File: src/rtl/apa102_out.sv
// APA102 SPI transmitter: 32 zero bits, NUM_LEDS MSB-first words, 32 one bits on sck/sda.
// Packet takes (32*NUM_LEDS+64)*2*CLK_DIV cycles; start is ignored while busy, with no queueing.
module apa102_out #(
  parameter int NUM_LEDS  = 7,
  parameter int CLK_DIV   = 4,
  parameter bit FORCE_HDR = 1'b1
) (
  input  logic                    clk,
  input  logic                    rst,
  input  logic                    start,
  input  logic [32*NUM_LEDS-1:0]  data_in,
  output logic                    busy,
  output logic                    done,
  output logic                    sck,
  output logic                    sda
);

  localparam int DATA_BITS = 32 * NUM_LEDS;
  localparam int TOTAL     = DATA_BITS + 64;
  localparam int CW        = $clog2(TOTAL);
  localparam int DVW       = (CLK_DIV > 1) ? $clog2(CLK_DIV) : 1;

  localparam logic [CW-1:0]  LAST_START = CW'(31);
  localparam logic [CW-1:0]  LAST_DATA  = CW'(DATA_BITS + 31);
  localparam logic [CW-1:0]  LAST_STOP  = CW'(TOTAL - 1);
  localparam logic [DVW-1:0] DIV_LAST   = DVW'(CLK_DIV - 1);

  typedef enum logic [1:0] {IDLE, START_FRM, DATA_FRM, STOP_FRM} state_t;

  state_t                 state;
  logic [DATA_BITS-1:0]   shreg;
  logic [DATA_BITS-1:0]   latch_dat;
  logic [CW-1:0]          bit_cnt;
  logic [DVW-1:0]         div_cnt;

  // APA102 words must carry 3'b111 in the top bits to be recognised as LED data.
  always_comb begin
    latch_dat = data_in;
    if (FORCE_HDR) begin
      for (int i = 0; i < NUM_LEDS; i++) begin
        latch_dat[32*i+29 +: 3] = 3'b111;
      end
    end
  end

  always_ff @(posedge clk or posedge rst) begin
    if (rst) begin
      state   <= IDLE;
      shreg   <= '0;
      bit_cnt <= '0;
      div_cnt <= '0;
      busy    <= 1'b0;
      done    <= 1'b0;
      sck     <= 1'b0;
      sda     <= 1'b0;
    end else begin
      done <= 1'b0;
      case (state)
        IDLE: begin
          if (start) begin
            shreg   <= latch_dat;
            state   <= START_FRM;
            busy    <= 1'b1;
            sck     <= 1'b0;
            sda     <= 1'b0;
            bit_cnt <= '0;
            div_cnt <= '0;
          end
        end
        default: begin
          if (div_cnt != DIV_LAST) begin
            div_cnt <= div_cnt + DVW'(1);
          end else begin
            div_cnt <= '0;
            if (!sck) begin
              sck <= 1'b1;
            end else begin
              // End of a bit: sda moves to the next bit while sck drops low.
              sck     <= 1'b0;
              bit_cnt <= bit_cnt + CW'(1);
              case (state)
                START_FRM: begin
                  if (bit_cnt == LAST_START) begin
                    state <= DATA_FRM;
                    sda   <= shreg[DATA_BITS-1];
                    shreg <= shreg << 1;
                  end
                end
                DATA_FRM: begin
                  if (bit_cnt == LAST_DATA) begin
                    state <= STOP_FRM;
                    sda   <= 1'b1;
                  end else begin
                    sda   <= shreg[DATA_BITS-1];
                    shreg <= shreg << 1;
                  end
                end
                STOP_FRM: begin
                  if (bit_cnt == LAST_STOP) begin
                    state <= IDLE;
                    busy  <= 1'b0;
                    done  <= 1'b1;
                    sda   <= 1'b0;
                  end
                end
                default: ;
              endcase
            end
          end
        end
      endcase
    end
  end

endmodule

File: config.mk
export PLATFORM = sky130hd
export DESIGN_NAME = apa102_out
export DESIGN_NICKNAME = d
export VERILOG_FILES = /design/src/rtl/apa102_out.sv
export SDC_FILE = /design/constraint.sdc
export NUM_CORES = 1
export LEC_CHECK = 0
export ABC_AREA = 1
export BUFFER_PORTS_ARGS = -buffer_cell sky130_fd_sc_hd__buf_2
export CORE_MARGIN = 3
export CORE_UTILIZATION = 50
export DETAILED_ROUTE_END_ITERATION = 16
export HOLD_SLACK_MARGIN = 0.06
export PLACE_DENSITY = 0.74
export SETUP_SLACK_MARGIN = 0.5
export SYNTH_ARGS = -nofsm -noshare
export SYNTH_HDL_FRONTEND = slang
export SYNTH_SLANG_ARGS = --single-unit
File: constraint.sdc
create_clock -name clk -period 7.64 [get_ports clk]
set_clock_uncertainty 0.1 [all_clocks]
set_input_delay 0.764 -clock clk [delete_from_list [all_inputs] [get_ports clk]]
set_output_delay 0.764 -clock clk [all_outputs]
set_load 0.05 [all_outputs]
Word-level counts from Yosys, hierarchy flattened
Cells that the tools add are included.
Storage, ports and cells
  register bits after elaboration: 241
  input port bits: 227
  output and inout port bits: 4
  word-level logic and storage cells: 78
Cells by class
  $add $sub $neg: 2
  eq/ne operators: 13
  multiplexer cells: 43
  reduce and logical (&&, ||, !) cells: 12
Operators with widths (count)
  224-bit 2-to-1 mux: 6
  224-bit one-hot mux with 2 select lines: 1
  9-bit 2-to-1 mux: 4
  1-bit 2-to-1 mux: 20
  2-bit 2-to-1 mux: 10
  6-bit AND reduction: 2
  9-bit by 1-bit adder with 9-bit output (second input constant): 1
  9-bit by 5-bit equality test with 1-bit output (second input constant): 1
  9-bit by 8-bit equality test with 1-bit output (second input constant): 1
  9-bit equality test (second input constant): 1
  3-bit != test (second input constant): 3
  7-bit AND reduction: 1
  2-bit one-hot mux with 3 select lines: 1
  2-bit nonzero test: 3
  5-bit AND reduction: 1
  2-bit equality test (second input constant): 2
  2-bit != test (second input constant): 2
  4-bit nonzero test: 1
  3-bit by 2-bit != test with 1-bit output (second input constant): 1
  1-bit one-hot mux with 3 select lines: 1
  3-bit AND reduction: 1
  3-bit nonzero test: 1
  2-bit by 1-bit adder with 2-bit output (second input constant): 1
  2-bit by 1-bit equality test with 1-bit output (second input constant): 1
  other kinds (3): 3

Logic depth before layout (Yosys ltp)
Gate-level depths: netlist of the first run.
  depth after elaboration: 6
  gate-level depth with buffers: 13
  gate-level depth less buffers: 10

Least setup slack after synthesis of the first run
OpenSTA, ideal clock, no wires.
  path type: reg-to-reg
  start point: reg bit_cnt[0]
  end point: reg shreg[52]
  setup time: 66 ps
  arrival: 1971 ps
  data required time: 7474 ps
  setup slack: 5503 ps
  cell stages (with the launch flop): 10
  path buffers: 2
  period minus slack after synthesis: 2137 ps
  cell sequence: dfrtp_1 > ha_1 > nand3_1 > nor2_1 > ha_1 > a31oi_2 > buf_2 > buf_1 > nand3_1 > nand2_1
Between the ends
  word-level cells in the longest chain between the ends: 3
  elaborated cells between the ends (all ways): 5
  classes of those cells: eq/ne: 4; reduce/logical: 1
Ends and longest elaborated chain
  from (decl): RTL line 33  | logic [CW-1:0] bit_cnt;
  from (signal assigned): RTL line 80  | bit_cnt <= bit_cnt + CW'(1);
  9-bit by 8-bit equality test with 1-bit output or 9-bit by 5-bit equality test with 1-bit output (tied branches): RTL line 90, 83
  3-bit != test (no source line)
  6-bit AND reduction (no source line) *
  to (signal assigned): RTL line 61  | shreg <= latch_dat;
  to (signal assigned): RTL line 86  | shreg <= shreg << 1;
  to (signal assigned): RTL line 95  | shreg <= shreg << 1;
  to (decl): RTL line 31  | logic [DATA_BITS-1:0] shreg;
Mark *: on every way between the ends. The rest lies on a longest branch, timed or not.
A chain may end at the register's enable or synchronous reset.

Worst setup path after layout of the first run
  start point: reg state[0]
  end point: reg shreg[56]
Between the ends
  word-level cells in the longest chain between the ends: 5
  elaborated cells between the ends (all ways): 14
  classes of those cells: eq/ne: 6; mux: 4; reduce/logical: 4
Ends and longest elaborated chain
  from (decl): RTL line 30  | state_t state;
  from (signal assigned): RTL line 48  | state <= IDLE;
  from (signal assigned): RTL line 62  | state <= START_FRM;
  from (signal assigned): RTL line 84  | state <= DATA_FRM;
  2-bit equality test or 2-bit by 1-bit equality test with 1-bit output (tied branches): RTL line 81  | case (state)
  224-bit one-hot mux with 2 select lines: RTL line 81
  224-bit 2-to-1 mux: RTL line 75  | if (!sck) begin
  224-bit 2-to-1 mux: RTL line 71  | if (div_cnt != DIV_LAST) begin
  224-bit 2-to-1 mux: RTL line 58  | case (state)
Several ways; a longest one is shown, not always the timed one. The select of a mux whose other input is x is not followed.

==> impl_metrics.py, run 1 <==
metrics = {
    "status": {
        "status": "complete, no violations",
    },
    "cts": {
        "cts_hold_buf": 0,
        "tritoncts": "done",
        "cts_buffers": 27,
        "cts_root_buf": "clkbuf_16",
        "clk_latency_ns": 0.53,
        "clk_path_buf_depth": 3,
        "cts_resized": 0,
        "clock-sinks": 241,
        "cts_setup_buffers": 0,
        "h-tree-depth": 1,
        "path_clk_slew_ns": 0.06,
    },
    "setup_path": {
        "worstSetupPathType": "flip-flop to flip-flop",
        "path_cells": "inv_1, ha_4, inv_6, nand2_1, nand2_2, a21oi_4, nand2_8, buf_4, nand2_1, nand2_1",
        "r2r_end": "shreg[56]",
        "arrival_ns": 4.43,
        "slowest_delay_ns": 0.70,
        "endpoint_kind": "flip-flop",
        "rrSetupSlack_ns": 3.52,
        "crit_required_ns": 7.95,
        "reg2reg_depth": 10,
        "startpoint_type": "flip-flop",
        "cp_max_fo": 147,
        "cp_common_cell": "nand2_1",
        "r2r_start": "state[0]",
        "cpMaxStageDelayCell": "nand2_8",
    },
    "floorplanning": {
        "rows": 56,
        "die_y_um": 163.1,
        "die_width_um": 163.1,
        "initial_utilization_pct": 51.65,
        "pin_count": 231,
        "core-area_um2": 23890,
        "die_area_um2": 26600,
    },
    "timing": {
        "fmax_ghz": 0.2427,
        "relSlewSlack_pct": 18.59,
        "fin_crit_ns": 4.120,
        "period_share_pct": 53.93,
        "hold_violations": 0,
        "fin_tns_setup_ns": 0,
        "max_slew.worst_pin.slew_ns": 1.221,
        "finalWorstSetupSlack_ns": 3.520,
        "rsz0062_at_grt": "false",
        "maxSlewViolCount": 0,
        "setup_viol": 0,
    },
    "finish": {
        "regArea_um2": 6031,
        "multi_input_area_um2": 5682,
        "layout-drive-gt1-share_pct": 14.39,
        "diodes": 0,
        "num-nets-final": 2110,
        "final_common_cell": "nand2_1",
        "syn2layout_area_growth_pct": 15.28,
        "fillers": 2242,
        "fin_area_um2": 14230,
        "layout_common_cells": "1080 x nand2_1, 241 x dfrtp_1, 213 x nand3_1",
    },
    "pwr": {
        "leakage_nw": 8.251,
        "peakVddDrop_mv": 0.4375,
        "p_per_area_nw_per_um2": 453.3,
    },
    "routing": {
        "vias_per_cell": 5.131,
        "wl_per_cell_um": 13.53,
        "drt_iter0_drc": 977,
        "ant_nets": 0,
        "wirelength_um": 29980,
        "drc": 0,
        "drtPass1Iterations": 5,
        "vias": 11370,
    },
    "yosys": {
        "ys_seq_area_share_pct": 48.86,
        "yosys_warnings": 0,
        "ys_types": 28,
        "synth_seq_cells": 241,
        "syn_nets": 1986,
        "avgSynthCellArea_um2": 7.044,
        "synth_area_um2": 12340,
        "postSynthCellCount": 1752,
    },
    "placed_design": {
        "port_buffers": 209,
        "place.gp.congestion": 0.7725,
        "dp_slack_ns": 3.554,
        "hpwl_um": 16490,
        "place_area_um2": 13350,
    },
    "grt": {
        "track_usage_pct": 22.40,
        "grt_pass1_vias": 10900,
        "grt_overflow": 0,
        "grt_max_degree": 225,
        "grt_pass1_wl_um": 50970,
        "antenna_found_initial": 0,
    },
    "job": {
        "drv_cap": 0,
    },
    "hold_path": {
        "hold_class": "input port to async pin",
    },
}
-- cells by family after synthesis --
kind of cell | share of synthesized area, %
flops | 48.86
compound gates | 2.352
fa+ha+maj | 0.7096
simple gates | 42.56
buf+inv | 5.444
xor+xnor | 0.07098
-- power breakdown --
part	switching [mW]	leakage (nW)	internal, mW	total [mW]
Combinational	2.12	4.74	0.921	3.04
Sequential	0.282	3.07	1.85	2.13
Clock	0.521	0.443	0.760	1.28
-- final cells by class --
cell class / count / area share [%]
timing repair buffer: 220 / 8.108
multi-input combinational: 1367 / 39.93
clock buffer: 41 / 5.681
sequential: 241 / 42.39
inverter: 19 / 0.5628
tap: 319 / 2.805
clock inverter: 9 / 0.5189
-- registers in the layout (all words and copies together) (netlist names) --
signal and count:
shreg 224, done 1, div_cnt 2, state 2
busy 1, bit_cnt 9, sck 1, sda 1
-- worst max-delay path, delay by kind of cell, from the launching register on --
family,cells,cell delay [ns]
flip-flops,1,0.42
adder cells (fa/ha/maj),1,0.43
AO/OA/AOI/OAI,1,0.63
AND/OR/NAND/NOR,5,1.23
buffers and inverters,3,1.05
-- Yosys cell counts (all sizes together) --
master   count  share of area, %
nor3b        1             0.061
o2111ai     21               1.5
clkbuf      47               1.4
o21ai        6              0.24
buf         78               3.4
nand3      213               8.6
nand3b       1             0.061
a211oi       1             0.061
a21oi        8              0.35
nor4         2              0.10
xor2         1             0.071
nand2     1082                33
dfrtp      241                49
nor3         5              0.20
a31oi        2              0.15
inv         19              0.58
nand4        2              0.10
or2          1             0.051
ha           7              0.71
nor2        13              0.40
o22ai        1             0.051
-- metal layers --
layer | up-vias | wire length [um] | part of all wire, % | track usage (%)
met3 | 40 | 1689 | 5.6 | 3.348
met5 | - | 0 | 0 | 0
met1 | 5282 | 13820 | 46 | 31.47
li1 | 5727 | - | - | -
met2 | 321 | 13960 | 47 | 37.15
met4 | 0 | 510 | 1.7 | 4.844
-- through the flow --
step,hold WS [ns],power [mW],instances,util [%]
global route,0.3658,7.086,2216,59.55
floorplan,0.3422,4.606,1752,-
finish,0.2802,6.449,2216,59.55
CTS,0.3728,6.507,2216,59.55
detailed placement,0.3582,5.191,2166,55.85
global placement,0.3531,5.099,2166,55.85
-- worst max path at each step --
stage                         from  slack (ns)          to
after detailed placement  state[0]        3.55   shreg[88]
final                     state[0]        3.52   shreg[56]
after global routing      state[0]        3.15   shreg[94]
after CTS                 state[0]        3.49   shreg[56]
after global placement    state[0]        3.55   shreg[94]
after floorplan                rst        3.61  bit_cnt[0]
(Power assumes the default switching activity.)
==> inputs of run 2 (changes only) <==
Settings changed: ABC_AREA 1 to 0.
Clock period 7.64 ns to 3.4 ns, I/O delays scaled along.
==> impl_metrics.py, run 2 <==
metrics = {
    "placed_design": {
        "place_area_um2": 12700,
        "place.gp.congestion": 0.7689,
        "hpwl_um": 15390,
        "port_buffers": 209,
    },
    "grt": {
        "grt_pass1_vias": 9504,
        "grt_overflow": 0,
        "grt_max_degree": 137,
        "antenna_found_initial": 1,
        "grt_pass1_wl_um": 46390,
        "track_usage_pct": 22.72,
    },
    "finish": {
        "regMostFlops": "shreg",
        "num-nets-final": 1678,
        "final_core_util_pct": 70.12,
        "largest_reg_flops": 224,
        "reg_top3": "shreg x224, bit_cnt x9",
        "fin_area_um2": 15590,
        "syn2layout_area_growth_pct": 35.12,
        "fillers": 1518,
        "layout-drive-gt1-share_pct": 26.04,
        "final_common_cell": "nor2_1",
        "layout_common_cells": "244 x nor2_1, 241 x dfrtp_1, 209 x buf_2",
    },
    "timing": {
        "maxSlewViolCount": 0,
        "rsz0062_at_grt": "false",
        "fin_crit_ns": 2.825,
        "fin_tns_setup_ns": 0,
        "holdWs_ns": 0.06317,
        "hold_violations": 0,
        "max_slew.worst_pin.slew_ns": 1.000,
        "period_share_pct": 83.10,
        "fmax_ghz": 0.3539,
        "setup_viol": 0,
        "relSlewSlack_pct": 33.33,
    },
    "setup_path": {
        "startpoint_type": "flip-flop",
        "cp_max_fo": 104,
        "rrSetupSlack_ns": 0.57,
        "crit_required_ns": 3.70,
        "worstSetupPathType": "flip-flop to flip-flop",
        "arrival_ns": 3.13,
        "endpoint_kind": "flip-flop",
    },
    "cts": {
        "cts_root_buf": "clkbuf_16",
        "cts_setup_buffers": 0,
        "h-tree-depth": 1,
        "clk_latency_ns": 0.52,
        "cts_buffers": 27,
        "clock-sinks": 241,
        "clk_path_buf_depth": 3,
        "tritoncts": "done",
        "path_clk_slew_ns": 0.06,
    },
    "yosys": {
        "async_reset_ff_share_pct": 100.0,
        "synth_area_leaders": "dfrtp_1 52%, mux2i_1 18%, nor2_1 7.9%",
        "postSynthCellCount": 1070,
        "ys_types": 39,
        "avgSynthCellArea_um2": 10.78,
        "ys_seq_area_share_pct": 52.28,
        "yosysMostFrequentCell": "nor2_1",
        "synth_top_area_share_pct": 52.28,
        "yosys_most_used_dff": "dfrtp_1",
        "yosys_warnings": 0,
        "synth_edf_count": 0,
        "syn_nets": 1304,
        "synth_area_um2": 11540,
        "synth_commonest_cells": "244 x nor2_1, 241 x dfrtp_1, 203 x mux2i_1, 129 x a21oi_1, 96 x a21oi_2",
        "synth_seq_cells": 241,
        "synth_largest_area_cell": "dfrtp_1",
    },
    "floorplanning": {
        "die_width_um": 157.9,
        "core-area_um2": 22230,
        "pin_count": 231,
        "die_area_um2": 24930,
        "die_y_um": 157.9,
        "initial_utilization_pct": 51.90,
        "rows": 54,
    },
    "routing": {
        "drc": 0,
        "wirelength_um": 28720,
        "wl_per_cell_um": 16.46,
        "drtPass1Iterations": 5,
        "drt_iter0_drc": 506,
        "vias": 9142,
        "ant_nets": 0,
        "vias_per_cell": 5.239,
    },
    "pwr": {
        "p_per_area_nw_per_um2": 399.0,
        "leakage_nw": 6.590,
        "total_power_mw": 6.219,
        "peakVddDrop_mv": 0.3170,
    },
    "status": {
        "status": "complete, no violations",
    },
    "hold_path": {
        "hold_class": "input port to flip-flop",
    },
    "job": {
        "drv_cap": 0,
    },
}
-- run 2: power breakdown --
group	total [mW]	internal (mW)	switching [mW]	leakage, nW
sequential	2.87	2.87	0	3.32
combinational	0.384	0.243	0.141	2.83
clock	2.97	1.79	1.17	0.445
total	6.22	4.90	1.31	6.59
-- run 2: per-stage QoR --
stage	cells	worst slack (ns)
2_1_floorplan	1070	-0.2018
3_3_place_gp	1498	0.7777
3_5_place_dp	1498	0.7084
4_1_cts	1742	0.6892
5_1_grt	1744	0.4796
6_report	1745	0.5746
-- run 2: timing repair --
item,CTS,global route
hold buffers,196,1
resized for setup,0,1
hold endpoints to repair,214,1
endpoints found under the setup margin,0,1
-- run 2: final timing paths --
| path | startpoint | end | cells past startpoint |
|---|---|---|---|
| worst max-delay path | bit_cnt[0] | shreg[77] | 9 |
| worst min-delay path | data_in[97] | shreg[97] | 3 |
| worst max register to register | bit_cnt[0] | shreg[77] | 9 |
| worst min register to register | div_cnt[1] | div_cnt[1] | 1 |
| max in group asynchronous | rst | shreg[150] | 4 |
| min in group asynchronous | rst | busy | 3 |
-- run 2: final cells by class --
type	count	area (um2)	area share [%]
sequential	241	6031	38.69
multi-input combinational	745	4972	31.90
timing repair buffer	422	3296	21.14
clock buffer	37	763.2	4.896
tap	280	350.3	2.248
clock inverter	11	140.1	0.8990
inverter	7	30.03	0.1926
antenna	2	5.005	0.03211
-- run 2: logic make-up after synthesis --
group,synth area share [%]
adders and majority gates,0.7592
xor gates and xnor gates,0.6073
AOI/OAI and AO/OA,13.88
muxes,17.71
DFF,52.28
buffers and inverters,4.794
and+or+nand+nor,9.968
-- run 2: routing by layer --
metal  track usage [%]  routed length [um]
met1             28.07               11690
met2             40.06               14640
met3             4.210                1527
met4             7.893                 864
met5                 0                   0
-- run 2: critical path, cell delays in order (launching register included) --
cell and delay (ns):
dfrtp_1 0.43, ha_1 0.23, nand3_1 0.18, nor3_1 0.11, ha_1 0.22, a31oi_1 0.22
o211a_4 0.43, buf_16 0.37, nor2_1 0.10, a21oi_1 0.26
